[src/rtl/icache_line_prefetcher.sv]
// rtl/icache_line_prefetcher.sv - next-line instruction prefetcher between ICache and arbiter
// One-entry line buffer filled with line+1 after every demand or buffer hit.
module icache_line_prefetcher #(
   parameter int ADDR_WIDTH  = 32,
   parameter int LINE_WIDTH  = 256,
   parameter int OFFSET_BITS = 5
) (
   input  logic                  clk,
   input  logic                  reset_n,
   input  logic                  pf_enable,
   input  logic [ADDR_WIDTH-1:0] ic_address,
   input  logic                  ic_read,
   output logic                  ic_resp,
   output logic [LINE_WIDTH-1:0] ic_rdata,
   output logic [ADDR_WIDTH-1:0] arb_address,
   output logic                  arb_read,
   input  logic                  arb_resp,
   input  logic [LINE_WIDTH-1:0] arb_rdata
);

   localparam int TAG_WIDTH = ADDR_WIDTH - OFFSET_BITS;

   localparam logic [1:0] S_IDLE     = 2'd0;
   localparam logic [1:0] S_DEMAND   = 2'd1;
   localparam logic [1:0] S_RESPOND  = 2'd2;
   localparam logic [1:0] S_PREFETCH = 2'd3;

   logic [1:0]            state_q, state_d;
   logic                  ic_resp_q, ic_resp_d;
   logic [LINE_WIDTH-1:0] ic_rdata_q, ic_rdata_d;
   logic                  arb_read_q, arb_read_d;
   logic [TAG_WIDTH-1:0]  arb_tag_q, arb_tag_d;
   logic                  pf_valid_q, pf_valid_d;
   logic [TAG_WIDTH-1:0]  pf_tag_q, pf_tag_d;
   logic [LINE_WIDTH-1:0] pf_data_q, pf_data_d;
   logic [TAG_WIDTH-1:0]  nxt_tag_q, nxt_tag_d;
   logic                  nxt_wrap_q, nxt_wrap_d;

   logic [TAG_WIDTH-1:0]  ic_tag;
   logic                  pf_hit;
   logic                  unused_offset;

   assign ic_tag        = ic_address[ADDR_WIDTH-1:OFFSET_BITS];
   assign unused_offset = ^ic_address[OFFSET_BITS-1:0];
   assign pf_hit        = pf_valid_q && (ic_tag == pf_tag_q);

   always_comb begin
      state_d    = state_q;
      ic_resp_d  = 1'b0;
      ic_rdata_d = ic_rdata_q;
      arb_read_d = arb_read_q;
      arb_tag_d  = arb_tag_q;
      pf_valid_d = pf_valid_q;
      pf_tag_d   = pf_tag_q;
      pf_data_d  = pf_data_q;
      nxt_tag_d  = nxt_tag_q;
      nxt_wrap_d = nxt_wrap_q;

      case (state_q)
         S_IDLE: begin
            // A request still held in the cycle its response is visible is not a new request.
            if (ic_read && !ic_resp_q) begin
               if (pf_hit) begin
                  ic_resp_d  = 1'b1;
                  ic_rdata_d = pf_data_q;
                  nxt_tag_d  = pf_tag_q + 1'b1;
                  nxt_wrap_d = &pf_tag_q;
                  pf_valid_d = 1'b0;
                  state_d    = (pf_enable && !(&pf_tag_q)) ? S_PREFETCH : S_IDLE;
               end else begin
                  arb_read_d = 1'b1;
                  arb_tag_d  = ic_tag;
                  state_d    = S_DEMAND;
               end
            end
         end
         S_DEMAND: begin
            if (arb_resp) begin
               arb_read_d = 1'b0;
               ic_rdata_d = arb_rdata;
               ic_resp_d  = 1'b1;
               nxt_tag_d  = arb_tag_q + 1'b1;
               nxt_wrap_d = &arb_tag_q;
               state_d    = S_RESPOND;
            end
         end
         S_RESPOND: begin
            if (pf_enable && !nxt_wrap_q) begin
               arb_read_d = 1'b1;
               arb_tag_d  = nxt_tag_q;
               state_d    = S_PREFETCH;
            end else begin
               state_d = S_IDLE;
            end
         end
         S_PREFETCH: begin
            // Entered from a hit with no request yet outstanding; issue it one cycle later.
            if (!arb_read_q) begin
               arb_read_d = 1'b1;
               arb_tag_d  = nxt_tag_q;
            end else if (arb_resp) begin
               arb_read_d = 1'b0;
               pf_data_d  = arb_rdata;
               pf_tag_d   = nxt_tag_q;
               pf_valid_d = 1'b1;
               state_d    = S_IDLE;
            end
         end
         default: state_d = S_IDLE;
      endcase

      if (!pf_enable) begin
         pf_valid_d = 1'b0;
      end
   end

   always_ff @(posedge clk or negedge reset_n) begin
      if (!reset_n) begin
         state_q    <= S_IDLE;
         ic_resp_q  <= 1'b0;
         ic_rdata_q <= '0;
         arb_read_q <= 1'b0;
         arb_tag_q  <= '0;
         pf_valid_q <= 1'b0;
         pf_tag_q   <= '0;
         pf_data_q  <= '0;
         nxt_tag_q  <= '0;
         nxt_wrap_q <= 1'b0;
      end else begin
         state_q    <= state_d;
         ic_resp_q  <= ic_resp_d;
         ic_rdata_q <= ic_rdata_d;
         arb_read_q <= arb_read_d;
         arb_tag_q  <= arb_tag_d;
         pf_valid_q <= pf_valid_d;
         pf_tag_q   <= pf_tag_d;
         pf_data_q  <= pf_data_d;
         nxt_tag_q  <= nxt_tag_d;
         nxt_wrap_q <= nxt_wrap_d;
      end
   end

   assign ic_resp     = ic_resp_q;
   assign ic_rdata    = ic_rdata_q;
   assign arb_read    = arb_read_q;
   assign arb_address = {arb_tag_q, {OFFSET_BITS{1'b0}}};

endmodule
[config.mk]
export PLATFORM = sky130hd
export DESIGN_NAME = icache_line_prefetcher
export DESIGN_NICKNAME = d
export VERILOG_FILES = /design/src/rtl/icache_line_prefetcher.sv
export SDC_FILE = /design/constraint.sdc
export NUM_CORES = 1
export LEC_CHECK = 0
export CAP_MARGIN = 20
export CELL_PAD_IN_SITES_DETAIL_PLACEMENT = 0
export CELL_PAD_IN_SITES_GLOBAL_PLACEMENT = 1
export CORE_ASPECT_RATIO = 0.9
export CORE_MARGIN = 2
export CORE_UTILIZATION = 40
export DETAILED_ROUTE_END_ITERATION = 12
export MAX_ROUTING_LAYER = met4
export PLACE_DENSITY = 0.86
export SETUP_SLACK_MARGIN = 0.5
export SYNTH_ARGS = -nofsm -noshare
export SYNTH_HDL_FRONTEND = slang
export SYNTH_SLANG_ARGS = --single-unit
[constraint.sdc]
create_clock -name clk -period 4.6 [get_ports clk]
set_input_delay 1.38 -clock clk [delete_from_list [all_inputs] [get_ports clk]]
set_output_delay 1.38 -clock clk [all_outputs]
set_load 0.05 [all_outputs]
==> results by group <==
Outcome
  – Status: finished clean

Timing
  – Hold Fails Final Rpt: 0
  – # setup viols final: 0
  – Final Max Tran Viols: 0
  – Slew headroom: 0.2674
  – Setup TNS: 0 ns
  – RSZ-0062 raised after global routing: false
  – FMAX: 273.1 MHz
  – Slew @ Worst Pin: approximately 1.1 ns
  – Final setup margin: around 0.94 ns
  – Fin crit period: 3.661 ns
  – Clk_skew: 0.02929 ns
  – Crit share post-route: 0.7960

Route
  – Drt wl/cell: about 18 um
  – Via count: 20590
  – DRT Wirelength: 76.05 mm
  – Vias per cell: approximately 4.9
  – Post-DRT Antenna Nets: 0
  – Initial DRC Count: about 1500
  – Drt drc: 0
  – First-pass DRT Iterations: 5

Synthesis
  – Largest cells by area after synthesis: dfrtp_1 (57%), nand2_1 (17%), mux2i_1 (11%)
  – Yosys top cell area share: 0.5651
  – Cell taking the most area after synthesis: dfrtp_1
  – Post-synthesis sequential element count: about 600
  – Syn_area_per_cell: 9.666 sq um
  – Sequential share of the synthesized area: 0.5651
  – Synth unique cells: 61
  – Post-synth ARST share: 1.000
  – Post-synth EDFFs: 0
  – Yosys warns: 0
  – Cell count after synthesis: around 2700
  – Top FF cell, synth: dfrtp_1
  – Synthesized area: around 27000 sq um

Global route
  – Tot GR Track Use: 0.2264
  – Largest net degree at the start of global routing: 128
  – Vias in the first global route: 20260
  – Met3 Usage GRT: 0.06960
  – Met2 Usage GRT: 0.3329
  – Met1 Use GR: 0.2945
  – Total gr overflow: 0
  – Layer with the highest usage: met2
  – First-pass GRT wire length: approximately 120 mm
  – Initial antenna violation count: 15

Clocking
  – CTS-repair resized insts: 0
  – Postcts setup bufs: 0
  – Worst-Skew Late Latency: just over 0.6 ns
  – Post-CTS Hold Buffers: 0
  – Root Buffer: clkbuf_16
  – CTS tree: built
  – # clock sinks: 599
  – Clock transition at path regs: 0.06 ns
  – H-Tree Depth: 3
  – Num CTS Buffers: 67
  – Clk buf depth: 3

Floorplan
  – Ports: 583
  – Floorplan core area: 65590 sq um
  – Initial core utilization: 0.4044
  – Vert. Die Dim: 248.3 um
  – Die Footprint: around 70000 sq um
  – Chip width: about 280 um
  – Row cnt: 89

Power and ir drop
  – Pwr/cell area: a little under 800 nW/um^2
  – Static Leak: 16.46 nW
  – Max VDD drop: 421.3 uV

Critical path
  – CP top delay family: buffers and inverters
  – Max FO, Critical Path: 11
  – Crit path required time: approximately 5.1 ns
  – WP buf/inv: 2
  – CP Cell Sequence: clkdlybuf4s50_1 > xnor2_1 > nand4_1 > nor4_4 > a22oi_2 > inv_1 > mux2_2
  – End point of the critical path: nxt_wrap_q
  – Kind of critical path: input port to flop
  – Worst path max stage delay: 0.47 ns
  – Startpoint types: input port
  – FF-to-FF path depth: 7
  – Worst Path Arrival: 4.14 ns
  – CP startpoint: ic_address[11]
  – Reg2reg start: state_q[0]
  – Max stage delay cell, worst path: clkdlybuf4s50_1
  – RR Endpoint: nxt_tag_q[20]
  – Crit path capture type: flop
  – Flop2flop setup slack: 1.25 ns
  – Crit. path cell count: 7

Run
  – Max Cap Viol: 0

Layout
  – Final core utilization: 0.5397
  – Fillers: 5889
  – Fraction of layout cells with a size suffix above 1: 0.06874
  – Synth-to-layout area growth: 33.47%
  – Final net count: about 3600

Placed design
  – DP Wirelength: 51.60 mm
  – # port buffers: ~570
  – Pre-CTS WS: roughly 0.40 ns
  – Gpl congestion: 0.9011

Hold path
  – Hold Path Origin: pf_data_q[169]
  – HP Class: flop to flop
==> cell usage in the layout, fill, tap and decap left out, drive strengths merged, types with 3 or more instances in the layout <==
master	Yosys	routed
nand2b	6	6
mux2i	283	283
inv	2	8
nand4	16	16
nor2b	3	3
xnor2	37	37
and3	9	9
xor2	12	12
buf	83	51
bufinv	0	6
mux2	63	63
o21ai	288	288
nor2	14	14
dfrtp	599	599
clkinv	0	11
conb	1	5
diode	0	18
clkbuf	89	95
o211ai	5	5
nor3	5	5
nor4b	4	4
clkdlybuf4s50	0	571
o22ai	3	3
nand2	1167	1167
nand3	12	12
nor4	12	12
==> Yosys cell counts (2+ instances only) <==
master and instances:
clkbuf_1 89, nor4b_1 3, xnor2_1 37, dfrtp_1 599, nand4_1 15, o21ai_0 168, nor2_1 14, o22ai_1 3
nor2b_1 2, mux2_2 56, o211ai_1 4, nand2b_1 6, nand3_1 11, mux2i_2 2, mux2_1 5, buf_4 11
and3_1 9, nand3b_1 2, or2_1 2, buf_6 17, nor3_1 4, nand2_1 1167, inv_1 2, mux2i_1 281
a31oi_1 2, mux2_4 2, o31a_1 2, o21ai_1 120, xor2_1 12, o2111ai_1 2, nor4_1 11, buf_2 55
==> metal layers <==
| metal | up-vias | routed length [um] | part of all wire |
|---|---|---|---|
| met2 | 577 | 34740 | 0.46 |
| met5 | - | 0 | 0 |
| met4 | 0 | 2369 | 0.031 |
| met3 | 131 | 6093 | 0.080 |
| li1 | 10070 | - | - |
| met1 | 9814 | 32850 | 0.43 |
==> worst min path at each step <==
stage | to | slack, ns | cells after the start
detailed placement | pf_data_q[169] | 0.46 | 2
finish | pf_data_q[169] | 0.47 | 2
CTS | pf_data_q[78] | 0.48 | 2
global placement | pf_data_q[116] | 0.46 | 2
global route | pf_data_q[98] | 0.49 | 2
floorplan | pf_data_q[0] | 0.44 | 2
==> per-stage QoR <==
stage | hold WS [ns] | std cells | total power, mW | area, sq um
after floorplan | 0.4450 | 2748 | 17.75 | 26540
after global placement | 0.4562 | 4062 | 21.78 | 33090
after detailed placement | 0.4609 | 4062 | 22.01 | 33090
after CTS | 0.4751 | 4181 | 27.66 | 35350
after global routing | 0.4876 | 4195 | 29.07 | 35390
final | 0.4703 | 4199 | 27.41 | 35400
==> worst reg2reg max path, delay by kind of cell, from the launching register on <==
kind | cells | cell delay [ns]
AO/OA/AOI/OAI | 1 | 0.09
XOR/XNOR | 1 | 0.19
buffers and inverters | 1 | 0.45
flip-flops | 1 | 0.66
multiplexers | 1 | 0.30
AND/OR/NAND/NOR | 3 | 1.52
==> logic make-up after synthesis <==
kind of cell             after synthesis  synth area share
AND/OR/NAND/NOR                     1259            0.1876
flip-flops                           599            0.5651
multiplexers                         346            0.1341
AO/OA/AOI/OAI                        315           0.06274
buffers and inverters                174           0.03359
XOR/XNOR                              49           0.01618
adder cells (fa/ha/maj)                1         0.0004717
other                                  1         0.0001414
==> report_power, final <==
group | internal [mW] | switching [mW] | total [mW]
combinational | 4.67 | 8.19 | 12.9
clock | 3.28 | 2.24 | 5.51
sequential | 7.56 | 1.49 | 9.05
total | 15.5 | 11.9 | 27.4
==> layout make-up <==
class | count | area [sq um] | area share
well taps | 864 | 1081 | 0.03054
clock buffers | 95 | 1913 | 0.05404
diodes | 18 | 45.04 | 0.001272
multi-input cells | 1975 | 10680 | 0.3016
clock inverters | 24 | 354.1 | 0.01000
inverters | 2 | 7.507 | 0.0002121
repair buffers | 622 | 6331 | 0.1788
flip-flops and latches | 599 | 14990 | 0.4235
==> sequential cells by signal, summed over array words and instances (netlist names) <==
register    cells
nxt_wrap_q      1
state_q         2
pf_data_q     256
pf_valid_q      1
nxt_tag_q      27
arb_read        1
arb_tag_q      27
ic_resp         1
ic_rdata      256
pf_tag_q       27
(Power assumes the default switching activity.)
